$ cat config.mk
export PLATFORM = sky130hd
export DESIGN_NAME = acc_sequencer
export DESIGN_NICKNAME = d
export VERILOG_FILES = /design/src/rtl/acc_pkg.sv /design/src/rtl/acc_regfile.sv /design/src/rtl/acc_sequencer.sv
export SDC_FILE = /design/constraint.sdc
export NUM_CORES = 1
export LEC_CHECK = 0
export BUFFER_PORTS_ARGS = -buffer_cell sky130_fd_sc_hd__clkbuf_2
export CORE_MARGIN = 3
export CORE_UTILIZATION = 35
export CTS_CLUSTER_DIAMETER = 40
export DETAILED_ROUTE_END_ITERATION = 10
export RECOVER_POWER = 50
export SLEW_MARGIN = 15
export SYNTH_ARGS = -nofsm -noshare
export SYNTH_HDL_FRONTEND = slang
export SYNTH_HIERARCHICAL = 1
export SYNTH_SLANG_ARGS = --single-unit
$ cat constraint.sdc
create_clock -name CLK -period 4.35 [get_ports CLK]
set_input_delay 0.435 -clock CLK [delete_from_list [all_inputs] [get_ports CLK]]
set_output_delay 0.435 -clock CLK [all_outputs]
set_load 0.01 [all_outputs]
$ cat src/rtl/acc_pkg.sv
// Shared definitions for the accumulator sequencer: opcodes, instruction field positions, FSM states.
package acc_pkg;

    typedef enum logic [3:0] {
        OP_ADD   = 4'h0,
        OP_SUB   = 4'h1,
        OP_OR    = 4'h2,
        OP_AND   = 4'h3,
        OP_XOR   = 4'h4,
        OP_NOT   = 4'h5,
        OP_LD    = 4'h6,
        OP_ST    = 4'h7,
        OP_CLC   = 4'h8,
        OP_HALT  = 4'h9,
        OP_JMP   = 4'hA,
        OP_JC    = 4'hB,
        OP_NOP_C = 4'hC,
        OP_NOP_D = 4'hD,
        OP_NOP_E = 4'hE,
        OP_NOP_F = 4'hF
    } op_e;

    localparam int OP_MSB  = 15;
    localparam int OP_LSB  = 12;
    localparam int IMM_BIT = 11;

    // Op F makes the ALU output 0, so this is a harmless power-up instruction
    localparam logic [15:0] NOP_INSTR = 16'hF000;

    typedef logic [1:0] state_e;
    localparam state_e ST_IDLE  = 2'd0;
    localparam state_e ST_FETCH = 2'd1;
    localparam state_e ST_EXEC  = 2'd2;
    localparam state_e ST_HALT  = 2'd3;

    function automatic logic is_alu_op(op_e op);
        return op <= OP_LD;
    endfunction

endpackage

$ cat src/rtl/acc_regfile.sv
// Small register file: one combinational read port, one synchronous write port, sync reset to zero.
module acc_regfile #(
    parameter int AW = 2
) (
    input  logic          CLK,
    input  logic          RST,
    input  logic [AW-1:0] rd_addr,
    output logic [7:0]    rd_data,
    input  logic          wr_en,
    input  logic [AW-1:0] wr_addr,
    input  logic [7:0]    wr_data
);

    logic [7:0] regs [2**AW];

    always_ff @(posedge CLK) begin
        if (RST) begin
            for (int i = 0; i < 2**AW; i++) regs[i] <= 8'h00;
        end else if (wr_en) begin
            regs[wr_addr] <= wr_data;
        end
    end

    assign rd_data = regs[rd_addr];

endmodule

$ cat src/rtl/acc_sequencer.sv
// Fetch/execute controller for the 8-bit accumulator ALU.
// Build option: define ACC_SEQ_JUMP_EN to make ops A (JMP) and B (JC) load the PC.
//
// state | meaning
// IDLE  | waiting for IN_START
// FETCH | READY high, waiting for a valid instruction
// EXEC  | one cycle, commit ALU result / ST / CLC / jump
// HALT  | stopped by op 9, leaves only on RST
module acc_sequencer
    import acc_pkg::*;
#(
    parameter int PC_W   = 8,
    parameter int REG_AW = 2
) (
    input  logic            CLK,
    input  logic            RST,
    input  logic            IN_START,
    input  logic [15:0]     IN_INSTR,
    input  logic            IN_INSTR_VALID,
    output logic            OUT_INSTR_READY,
    output logic [PC_W-1:0] OUT_PC,
    output logic [7:0]      OUT_ALU_A,
    output logic [7:0]      OUT_ALU_R,
    output logic [3:0]      OUT_ALU_OP,
    output logic            OUT_ALU_CY,
    input  logic [7:0]      IN_ALU_A,
    input  logic            IN_ALU_CY,
    output logic [7:0]      OUT_ACC,
    output logic            OUT_CY,
    output logic            OUT_BUSY,
    output logic            OUT_HALTED
);

    state_e          state;
    logic [PC_W-1:0] pc;
    logic [7:0]      acc;
    logic            cy;
    logic [15:0]     instr;
    op_e             op;
    logic [7:0]      rd_data;
    logic            rf_wr_en;
    logic [2:0]      unused_instr_bits;

    assign op                = op_e'(instr[OP_MSB:OP_LSB]);
    assign unused_instr_bits = instr[10:8];

    always_ff @(posedge CLK) begin
        if (RST) begin
            state <= ST_IDLE;
            pc    <= '0;
            acc   <= 8'h00;
            cy    <= 1'b0;
            instr <= NOP_INSTR;
        end else begin
            case (state)
                ST_IDLE: begin
                    if (IN_START) state <= ST_FETCH;
                end
                ST_FETCH: begin
                    if (IN_INSTR_VALID) begin
                        instr <= IN_INSTR;
                        pc    <= pc + PC_W'(1);
                        state <= ST_EXEC;
                    end
                end
                ST_EXEC: begin
                    state <= (op == OP_HALT) ? ST_HALT : ST_FETCH;
                    if (is_alu_op(op)) begin
                        acc <= IN_ALU_A;
                        cy  <= IN_ALU_CY;
                    end else if (op == OP_CLC) begin
                        cy <= 1'b0;
                    end
`ifdef ACC_SEQ_JUMP_EN
                    else if (op == OP_JMP || (op == OP_JC && cy)) begin
                        pc <= PC_W'(instr[7:0]);
                    end
`endif
                end
                ST_HALT: state <= ST_HALT;
                default: state <= ST_IDLE;
            endcase
        end
    end

    // The regfile's own sync reset takes priority, so RST during EXEC blocks a ST
    assign rf_wr_en = (state == ST_EXEC) && (op == OP_ST);

    acc_regfile #(.AW(REG_AW)) u_regfile (
        .CLK     (CLK),
        .RST     (RST),
        .rd_addr (instr[REG_AW-1:0]),
        .rd_data (rd_data),
        .wr_en   (rf_wr_en),
        .wr_addr (instr[REG_AW-1:0]),
        .wr_data (acc)
    );

    assign OUT_INSTR_READY = (state == ST_FETCH);
    assign OUT_BUSY        = (state == ST_FETCH) || (state == ST_EXEC);
    assign OUT_HALTED      = (state == ST_HALT);
    assign OUT_PC          = pc;
    assign OUT_ACC         = acc;
    assign OUT_CY          = cy;
    assign OUT_ALU_A       = acc;
    assign OUT_ALU_CY      = cy;
    assign OUT_ALU_OP      = instr[OP_MSB:OP_LSB];
    assign OUT_ALU_R       = instr[IMM_BIT] ? instr[7:0] : rd_data;

endmodule

==> results of run 1 <==
[per-layer routing]
layer  vias up  wire length [µm]  GRT usage, %
li1       1052                 -             -
met1       998              3067         19.19
met2        53              3200         21.28
met3         7               363         3.892
met4         0                88         4.727
met5         -                 0             0
[worst paths after layout]
| kind | endpoint | slack [ps] | cells past startpoint |
|---|---|---|---|
| worst min-delay path | instr[14] | 310 | 3 |
| worst min register to register | instr[2] | 450 | 2 |
| worst max-delay path | OUT_ALU_R[0] | 1640 | 3 |
| worst max register to register | u_regfile/regs[1][7] | 1800 | 6 |
[sequential cells by signal (all words and copies together) (netlist names)]
name	cells
u_regfile/regs	32
OUT_PC	8
OUT_ALU_CY	1
state	2
OUT_ACC	8
instr	13
[worst max-delay path, delay by kind of cell (launching register included)]
kind	cells	cell delay [ps]
flops	1	890
buf+inv	1	130
mux	2	910
[power by group through the flow]
stage | Combinational, mW | Clock, mW | Sequential (mW)
6_report | 0.145 | 0.421 | 0.680
5_1_grt | 0.162 | 0.469 | 0.683
4_1_cts | 0.152 | 0.437 | 0.680
3_5_place_dp | 0.151 | 0 | 0.694
3_3_place_gp | 0.149 | 0 | 0.692
2_1_floorplan | 0.116 | 0 | 0.683
[logic make-up (layout without fill, tap and decap cells)]
group	after synthesis	in the layout
compound gates	46	46
xor+xnor	2	2
fa+ha+maj	5	5
buf+inv	32	88
flops	64	64
mux	16	16
simple gates	105	105
[metrics by stage]
step / area, µm² / power [mW] / util, % / hold slack, ps / instances
2_1_floorplan: 3027 / 0.7982 / - / 432.9 / 270
3_3_place_gp: 3324 / 0.8415 / 40.06 / 442.0 / 415
3_5_place_dp: 3324 / 0.8442 / 40.06 / 445.3 / 415
4_1_cts: 3480 / 1.269 / 41.93 / 296.0 / 431
5_1_grt: 3435 / 1.315 / 41.38 / 307.3 / 431
6_report: 3435 / 1.246 / 41.38 / 311.3 / 431
[cell usage in the layout, fill, tap and decap left out, types with 2 or more instances in the layout]
| cell | Yosys | final |
|---|---|---|
| sky130_fd_sc_hd__a21oi_1 | 25 | 25 |
| sky130_fd_sc_hd__a31o_2 | 2 | 2 |
| sky130_fd_sc_hd__and2_1 | 25 | 24 |
| sky130_fd_sc_hd__and2_2 | 8 | 8 |
| sky130_fd_sc_hd__and2b_1 | 1 | 2 |
| sky130_fd_sc_hd__and4bb_4 | 2 | 2 |
| sky130_fd_sc_hd__clkbuf_1 | 9 | 35 |
| sky130_fd_sc_hd__clkbuf_2 | 1 | 33 |
| sky130_fd_sc_hd__clkbuf_8 | 0 | 9 |
| sky130_fd_sc_hd__clkinv_2 | 0 | 4 |
| sky130_fd_sc_hd__dfxtp_1 | 32 | 32 |
| sky130_fd_sc_hd__edfxtp_1 | 32 | 32 |
| sky130_fd_sc_hd__ha_1 | 5 | 5 |
| sky130_fd_sc_hd__inv_1 | 6 | 6 |
| sky130_fd_sc_hd__mux2_2 | 8 | 8 |
| sky130_fd_sc_hd__mux4_2 | 8 | 8 |
| sky130_fd_sc_hd__nand2_1 | 29 | 30 |
| sky130_fd_sc_hd__nand2b_1 | 4 | 4 |
| sky130_fd_sc_hd__nand3_1 | 13 | 13 |
| sky130_fd_sc_hd__nand3b_1 | 4 | 4 |
| sky130_fd_sc_hd__nand4_1 | 2 | 2 |
| sky130_fd_sc_hd__nor2_1 | 4 | 4 |
| sky130_fd_sc_hd__nor2b_1 | 2 | 2 |
| sky130_fd_sc_hd__o21ai_0 | 11 | 11 |
| sky130_fd_sc_hd__o21bai_1 | 2 | 2 |
| sky130_fd_sc_hd__o31ai_1 | 3 | 3 |
| sky130_fd_sc_hd__or3_1 | 2 | 2 |
| sky130_fd_sc_hd__or4_1 | 2 | 2 |
[cell type report]
type,count,area (µm²)
timing repair buffer,66,289.0
inverter,6,22.52
sequential,64,1602
clock buffer,11,131.4
multi-input combinational,174,1235
clock inverter,5,23.77
tap,105,131.4
fill,839,4865
==> results list, run 1 <==
- The number of antenna diodes in the final layout is 0.
- In the synthesized netlist, mux cells make up 8.929% of the area.
- The number of clock buffers added by TritonCTS is 9.
* Share of async-settable or async-resettable flops after synthesis: 0%
* Final worst path period share: 62.30%
- Number of nets in the synthesized netlist: 304
- Wire length of the first global-routing pass: 10,510 µm
* Setup Buffers After CTS: 0
- Setup violations remaining at the end of the flow were counted as 0.
* Type of the worst setup path: flop to output pin
- For the pin with the worst max-slew slack, the measured transition is 973.4 ps.
* Post-synthesis area per instance: 11.21 µm²
- For this design the static power due to leakage is 1.253 nW.
- Boundary Pins: 70
- Of all nets on the critical path, the largest fanout is 16.
* Compound-Gate Fraction of Synth Area: 8.723%
- Clk network pwr share: 33.8%
- Post-Synth Adder-Cell Area: 2.067%
* Post-DRT Antenna Nets: 0
- Top cell type by total area after synthesis: sky130_fd_sc_hd__edfxtp_1
* Type of the worst min-delay path: primary input to flop
* Start point of the critical path: instr[0]
* Number of enable-type register cells in the synthesized netlist: 32
- In this run the critical register-to-register path is launched from state[0].
- Sequential cell area fraction in the yosys report: 52.91%
- Placer congestion estimate: 0.7223
- The root buffer cell chosen for the clock tree is sky130_fd_sc_hd__clkbuf_8.
- Data required time at the worst endpoint: 3910 ps
- Hold buffer count at cts: 0
- Width of the die: 98.99 µm
* Hold violation count in the final report: 0
* Core area: 0.008299 mm²
* All-layer global routing usage: 13.98%
- Post-detailed-placement half-perimeter wirelength: 4520 µm
- Setup total negative slack on the finished layout was measured at 0 ps.
* Post-route setup slack: 1640 ps
- At the worst endpoint, the arrival time is 2270 ps.
- Synth Area in Simple Gates: 20.63%
* Routed wire length: 6719 µm
* Std-Cell Rows: 33
- PortBufs: 66
* Clock tree from TritonCTS: yes
* Logic gate share of total power: 11.7%
* Number of library cell types mapped by synthesis: 41
- Remaining global-route overflow: 0
* Synthesis-stage register bit count: 64
- The H-tree was split into 3 levels.
- At the later pin of the worst-skew pair, clock insertion delay measures 330 ps.
- The slowest stage of the critical path belongs to the cell sky130_fd_sc_hd__dfxtp_1.
* Nets: 355
- Post-layout min period: 2710 ps
- Internal power contribution: 0.9191 mW
- Maximum capacitance violations: 0
- Startpoint class of the critical path: flop
- For this configuration, the core starts out at a cell density of 36.47%.
* Clock sinks: 64
- In this run the deepest clock path goes through 2 buffers.
* Wire length per cell: 15.59 µm
* Element type at the critical path end: output pin
* Via count of the first global-routing pass: 2,041
- Post-synth top area share: 31.75%
* Number of max-slew violations in the final report: 0
- Largest family of logic cells by synthesized area: simple AND/OR/NAND/NOR gates
- Status: completed
- Pin count of the biggest net entering global routing: 41
* Post-Syn Instances: 270
- Remaining routing DRC violations: 0
- For this run, the detailed router's first-pass iteration total came to 4.
- In this design, the stage delay of the slowest critical-path cell is 890 ps.
- Summing over every cut layer, the via total after detailed routing is 2,110.
- Setup repair after global routing left no endpoint under its margin.
* Switching Share: 26.27%
- Max Clock Skew: 2.449 ps
- The die is 98.99 µm tall.
- By count the netlist is led by sky130_fd_sc_hd__dfxtp_1 (32), sky130_fd_sc_hd__edfxtp_1 (32), sky130_fd_sc_hd__nand2_1 (29).
- After the first detailed-routing iteration, the DRC count stood at 115.
* Area share of xor/xnor cells in the synthesized design: 0.5788%
- Traced cell by cell, the critical path runs through mux4_2 > mux2_2 > clkbuf_2.
- The worst hold path begins at IN_INSTR[14].
* Sequential share of power: 54.5%
- The initial antenna violation count is 0.
* Total Die Area: 0.009799 mm²
* Peak supply drop: 0.0001371 V
- The worst pin sits at a relative slew slack of 34.97%.
- Resize count post-CTS: 0
* Clk slew on worst S/H paths: 70 ps
* Largest cells by area after synthesis: sky130_fd_sc_hd__edfxtp_1 (32%), sky130_fd_sc_hd__dfxtp_1 (21%), sky130_fd_sc_hd__mux4_2 (6.0%), sky130_fd_sc_hd__and2_1 (5.2%), sky130_fd_sc_hd__a21oi_1 (4.1%)
- In the routed layout, each cell is associated on average with a via count of 4.896.
- For this design the total switching power over the nets is 0.3274 mW.
- Layout cell share with drive strength beyond 1: 23.62%
* Pwr/cell area: 362.9 mW/mm²
* Layout Area Growth over Synthesis: 13.48%
- During synthesis, Yosys emitted a total of 6 warnings.
- Timing would allow up to 369.0 MHz.
* Most instantiated flip-flop cell in the synthesis netlist: sky130_fd_sc_hd__edfxtp_1
* Worst slack at placement: 1839 ps
* Cell Area, Synth: 0.003027 mm²
No activity file was read; power rests on OpenSTA's default activity.
==> inputs of run 2 (changes only) <==
- clock period: 4.35 -> 2.4 ns (I/O delays scaled with it)
==> results list, run 2 (synthesis results as in run 1) <==
* Sequential cell area: 0.001603 mm²
- Nets: 362
- Startpoint class of the critical path: flop
* Via count of the first global-routing pass: 2,071
- Fill cell count: 846
- Internal power contribution: 1.891 mW
- Register with the most flip-flops: u_regfile/regs
* Metal-1 WL: 2972 µm
- The initial antenna violation count was 0.
* Number of DRC markers in iteration 0: 84
* Width of the die: 98.99 µm
* Maximum capacitance violations: 0
- FF-to-FF setup slack: 310 ps
- Total Die Area: 0.009799 mm²
- After detailed placement, the design holds a cell count of 422.
* Start point of the critical path: instr[0]
* Layout cell share with drive strength beyond 1: 25.83%
- STA classifies the critical path endpoint as an output pin.
* Multi-input logic area: 0.001235 mm²
- Hold buffer count at cts: 0
* Hold violation count in the final report: 0
- PortBufs: 66
- Initial cell density of the core: 36.47%
- Total length of routed met3 wires: 343 µm
- Slew of the pin with the lowest slew margin: 815.6 ps
- The run finished with clean final reports.
- The library cell used most frequently in the layout, excluding fill and tap cells, is sky130_fd_sc_hd__clkbuf_1.
* Clk network pwr share: 39.3%
- The floorplan has 33 rows.
- Clock latency on the worst-skew pair, taken at its later pin, is 330 ps.
- Number of max-slew violations in the final report: 0
- Pin count of the biggest net entering global routing: 33
- Non-filler instance count after layout: 438
* Type of the worst setup path: flop to output pin
- Wire length of the first global-routing pass: 10,470 µm
- Leaving out fill and tap cells, the most frequent cells in the layout are sky130_fd_sc_hd__clkbuf_1 (34), sky130_fd_sc_hd__clkbuf_2 (33), sky130_fd_sc_hd__edfxtp_1 (32).
* CTS Root Buffer Type: sky130_fd_sc_hd__clkbuf_8
- Worst min-delay path startpoint: IN_INSTR[12]
* Setup Buffers After CTS: 0
* Clock tree from TritonCTS: yes
* Drt via density: 4.872
- Pwr/cell area: 701.2 mW/mm²
- Post-layout min period: 2110 ps
- Final worst path period share: 87.93%
- After floorplanning, the core was sized to cover 0.008299 mm².
* Launch point of the worst reg-to-reg path: state[0]
* Remaining max-slew budget at the tightest pin: 45.59%
- Dividing the detail-routed wire length by the instance count gives 15.08 µm.
- Maximum frequency from static timing analysis: 473.8 MHz
- The die is 98.99 µm tall.
- Type of the worst min-delay path: primary input to flop
- Of the total power, registers draw 49.3%.
- Post-detailed-placement half-perimeter wirelength: 4609 µm
* Crit-path max FO: 10
- Routed wire length: 6605 µm
- Routability-driven placement finished with a final weighted congestion of 0.7092.
- Vias post-DR: 2,134
* Post-DRT Antenna Nets: 0
- The clock net in this run drives a total of 64 sinks.
- Setup violations remaining at the end of the flow were counted as 0.
- DR top layer: met4
* All-layer global routing usage: 13.84%
- Final antenna diode count: 0
* Largest regs: u_regfile/regs (32), instr (13)
- Boundary Pins: 70
* Total iterations of the first detailed-routing run: 4
- Combinational logic burns 11.4% of the power.
- For the final routed database, the setup TNS stands at 0 ps.
- Clk slew on worst S/H paths: 70 ps
* Num CTS Buffers: 9
- Remaining global-route overflow: 0
- Switching Share: 23.90%
* Layout Area Growth over Synthesis: 17.11%
- The H-tree was split into 3 levels.
- Data required time at the worst endpoint: 2160 ps
* Remaining routing DRC violations: 0
- Net switching power figure: 0.5941 mW
- For this design the static power due to leakage is 1.305 nW.
- The worst-case IR drop observed on VDD is 0.0003081 V.
- Max reg flops: 32
- Maximum number of buffers from clock root to sink: 2
- Detailed routing placed a total of 3205 µm of wire on met2.
- On the final layout, the worst clock skew is 6.910 ps.
* RSZ-0062 raised after global routing: no
* Worst Path Arrival: 1870 ps
## run 2: cell types whose count changed in the layout (fill, tap and decap cells not counted), sizes merged
cell,change
buf,+7
clkinv,-3
bufinv,+2
clkbuf,-1
clkinvlp,+2
## run 2: final cells by class
class / instances / area share (%)
clock buffer: 10 / 3.600
sequential: 64 / 45.22
multi-input combinational: 174 / 34.84
clock inverter: 6 / 2.365
tap: 105 / 3.706
inverter: 6 / 0.6354
timing repair buffer: 73 / 9.636
## run 2: worst paths after layout
| kind | cells past startpoint | end |
|---|---|---|
| hold reg to reg | 2 | instr[4] |
| hold / removal | 3 | instr[12] |
| setup / recovery | 3 | OUT_ALU_R[1] |
| setup reg to reg | 6 | u_regfile/regs[0][6] |
## run 2: metal layers
| layer | up-vias | global-route usage, % |
|---|---|---|
| met1 | 1011 | 18.16 |
| met5 | - | 0 |
| met3 | 7 | 4.317 |
| met4 | 0 | 4.412 |
| li1 | 1066 | - |
| met2 | 50 | 21.85 |
## run 2: power by group through the flow
stage | Clock, mW | Combinational (mW) | Sequential [mW]
6_report | 0.977 | 0.283 | 1.23
5_1_grt | 1.06 | 0.315 | 1.23
2_1_floorplan | 0 | 0.209 | 1.24
3_3_place_gp | 0 | 0.289 | 1.25
4_1_cts | 1.01 | 0.295 | 1.23
3_5_place_dp | 0 | 0.293 | 1.25
## run 2: critical path: stages (launching register included)
cell	delay, ps
sky130_fd_sc_hd__dfxtp_2	530
sky130_fd_sc_hd__mux4_2	580
sky130_fd_sc_hd__mux2_2	290
sky130_fd_sc_hd__clkbuf_2	130
## run 2: per-stage QoR
step / area (µm²) / total power, mW / utilization (%) / setup slack, ps / hold slack (ps)
2_1_floorplan: 3027 / 1.447 / - / 468.5 / 316.1
3_3_place_gp: 3377 / 1.538 / 40.69 / 399.7 / 439.9
3_5_place_dp: 3377 / 1.543 / 40.69 / 329.2 / 448.6
4_1_cts: 3588 / 2.528 / 43.24 / 0.3497 / 96.34
5_1_grt: 3545 / 2.604 / 42.71 / 39.56 / 111.3
6_report: 3545 / 2.486 / 42.71 / 289.6 / 115.2
## run 2: what timing repair did
item | in CTS | in global routing
endpoints found under the hold margin | 0 | 0
endpoints found under the setup margin | 0 | 8
resized for setup | 0 | 1
==> inputs of run 3 (changes only) <==
==> constraint.sdc (replaced) <==
create_clock -name CLK -period 2.4 [get_ports CLK]
set_input_delay 0.24 -clock CLK [delete_from_list [all_inputs] [get_ports CLK]]
set_output_delay 0.24 -clock CLK [all_outputs]
set_load 0.005 [all_outputs]
==> results list, run 3 (synthesis results as in run 1) <==
* Power Total: 2.361 mW
- Num CTS Buffers: 9
- Post-DRT Antenna Nets: 0
- The most critical setup path has its startpoint at state[0].
* Number of DRC markers in iteration 0: 66
- For this run, design rule violations remaining after detail routing come to 0.
- Slew of the pin with the lowest slew margin: 839.4 ps
- The initial antenna violation count is 0.
* Commonest cells after routing, fill and taps aside: sky130_fd_sc_hd__clkbuf_2 (57), sky130_fd_sc_hd__edfxtp_1 (32), sky130_fd_sc_hd__dfxtp_1 (31)
* Reported leakage power: 1.378 nW
* Number of H-tree branching levels: 3
- CTS Root Buffer Type: sky130_fd_sc_hd__clkbuf_8
- In this run switching power makes up 24.37% of total power.
- The total overflow left after global routing is 0.
- Total Neg Setup Slack: 0 ps
* Routed wire length: 6652 µm
- After detailed routing, the average wire length per cell comes to 15.19 µm.
* Insertion delay to the later sink of the worst-skew pair: 340 ps
- For this design the top-level I/O count stands at 70.
- Element type at the critical path end: flop
* Startpoint class of the critical path: flop
- At the worst endpoint, the required time is 2610 ps.
- Clock tree from TritonCTS: yes
- At the end of routability-driven placement, the weighted congestion stood at 0.7111.
- IR analysis of the VDD net gives a maximum drop of 0.0003812 V.
- The count of final hold-check violations is 0.
- Logic gate share of total power: 11.6%
- Crit-path max FO: 9
- Chip height: 98.99 µm
- Summing all non-filler instances in the final layout gives an area of 0.003542 mm².
- The worst path meets setup with 216.4 ps of slack.
* Net switching power figure: 0.5754 mW
- u_regfile/regs holds more flip-flops than any other register.
- Vias post-DR: 2,139
- The first global-routing pass estimated 10,440 µm of wire.
- Maximum frequency from static timing analysis: 458.0 MHz
- Status: completed
* R2R depth: 6
- Once layout is complete, the utilization of the core stands at 42.68%.
- Across every metal layer, demand over resource in global routing totals 13.78%.
* Clock sinks: 64
- For the worst setup path, the data arrival time is 2390 ps.
* Pin count of the biggest net entering global routing: 33
- RSZ-0062 raised after global routing: no
- Per report_power, the sequential group accounts for 51.9% of the total.
- The wire-length estimate of the detail-placed layout is 4654 µm.
- Max reg flops: 32
- The number of max-slew violations in the final report was 0.
* Maximum capacitance violations: 0
- Core area: 0.008299 mm²
- The number of global-route vias before repair was 2,069.
- The post-route netlist has 32.43% of its cells at a drive strength greater than 1.
- Worst min-delay path startpoint: IN_INSTR[15]
* Layout Area Growth over Synthesis: 17.03%
- Most common cell after layout, fill and taps aside: sky130_fd_sc_hd__clkbuf_2
* Largest regs: u_regfile/regs (32), instr (13)
- Once the floorplan was initialized, standard cells occupied 36.47% of the core.
* Type of the worst setup path: flop to flop
* Clk network pwr share: 36.5%
* Hold buffer count at cts: 0
- Hold Crit Endpoint: instr[15]
- Buffers placed on the I/O ports in this run total 66.
- The die covers 0.009799 mm².
* Cell Area, Placed: 0.003377 mm²
- Type of the worst min-delay path: primary input to flop
* Slowest CP cell: sky130_fd_sc_hd__nor4b_4
- In this run the power density over the cells is 666.7 mW/mm².
- In the final design database the tool counted 362 nets.
- Resize count post-CTS: 0
* Final worst path period share: 90.98%
- The worst register-to-register path ends at u_regfile/regs[0][5].
* Total iterations of the first detailed-routing run: 4
- Before CTS, the worst setup slack after placement is 292.5 ps.
- After clock tree synthesis, the clock-pin slew on the worst setup and hold paths is 70 ps.
- The startpoint identified for the worst register-to-register timing path is state[0].
- Final setup violation count: 0
- Remaining max-slew budget at the tightest pin: 44.01%
* Fill cell count: 837
- The internal portion of the total power is 1.786 mW.
- Hold depth: 3
- In the routed layout, each cell is associated on average with a via count of 4.884.
* Std-Cell Rows: 33
* Post-layout min period: 2184 ps
- Max Clock Skew: 12.01 ps
* FF-to-FF setup slack: 220 ps
* Width of the die: 98.99 µm
- Traced cell by cell, the critical path runs through inv_1 > ha_1 > nand2b_1 > nor2_1 > nor4b_4 > and2_2.
- Buffers added to address setup during post-CTS repair amount to 0.
* Crit path largest cell delay: 540 ps
* Final antenna diode count: 0
- Maximum number of buffers from clock root to sink: 2
## run 3: changes by cell type in the layout (fill, tap and decap cells not counted), sizes merged
cell / before / now
clkinv: 2 / 4
clkinvlp: 2 / 0
bufinv: 2 / 1
clkbuf: 76 / 77
## run 3: power groups by stage
stage	clock network [mW]	logic, mW	registers [mW]
floorplan	0	0.195	1.24
global placement	0	0.274	1.25
detailed placement	0	0.279	1.25
CTS	0.886	0.280	1.23
global route	0.932	0.305	1.23
finish	0.861	0.274	1.23
## run 3: cell type report
| cell class | instances | area [µm²] | area share (%) |
|---|---|---|---|
| Clock buffer | 11 | 131.4 | 3.709 |
| Clock inverter | 5 | 47.55 | 1.342 |
| Inverter | 6 | 22.52 | 0.6358 |
| Multi-Input combinational cell | 174 | 1235 | 34.86 |
| Sequential cell | 64 | 1603 | 45.25 |
| Tap cell | 105 | 131.4 | 3.709 |
| Timing Repair Buffer | 73 | 371.6 | 10.49 |
## run 3: worst max-delay path, delay by kind of cell, from the launching register on
family        cells  cell delay [ps]
fa+ha+maj         1              200
buf+inv           1              130
flops             1              330
simple gates      4             1400
## run 3: how the worst max path moves through the flow
stage	end	slack [ps]	cells past startpoint
CTS	OUT_ALU_R[1]	30	3
global route	u_regfile/regs[0][3]	60	6
detailed placement	u_regfile/regs[0][5]	290	6
floorplan	u_regfile/regs[1][0]	470	6
global placement	u_regfile/regs[0][4]	400	6
finish	u_regfile/regs[0][5]	220	6
## run 3: metrics by stage
step,cells,hold slack [ps]
5_1_grt,438,114.3
3_5_place_dp,422,447.2
3_3_place_gp,422,443.6
4_1_cts,438,98.63
6_report,438,114.8
2_1_floorplan,270,316.1
## run 3: routing by layer
metal | part of all wire [%] | vias to the layer above | track usage [%] | wire length [µm]
met1 | 45 | 1008 | 17.26 | 2983
li1 | - | 1066 | - | -
met4 | 1.3 | 0 | 5.042 | 87
met3 | 4.7 | 8 | 3.892 | 312
met2 | 49 | 57 | 22.68 | 3268
met5 | 0 | - | 0 | 0
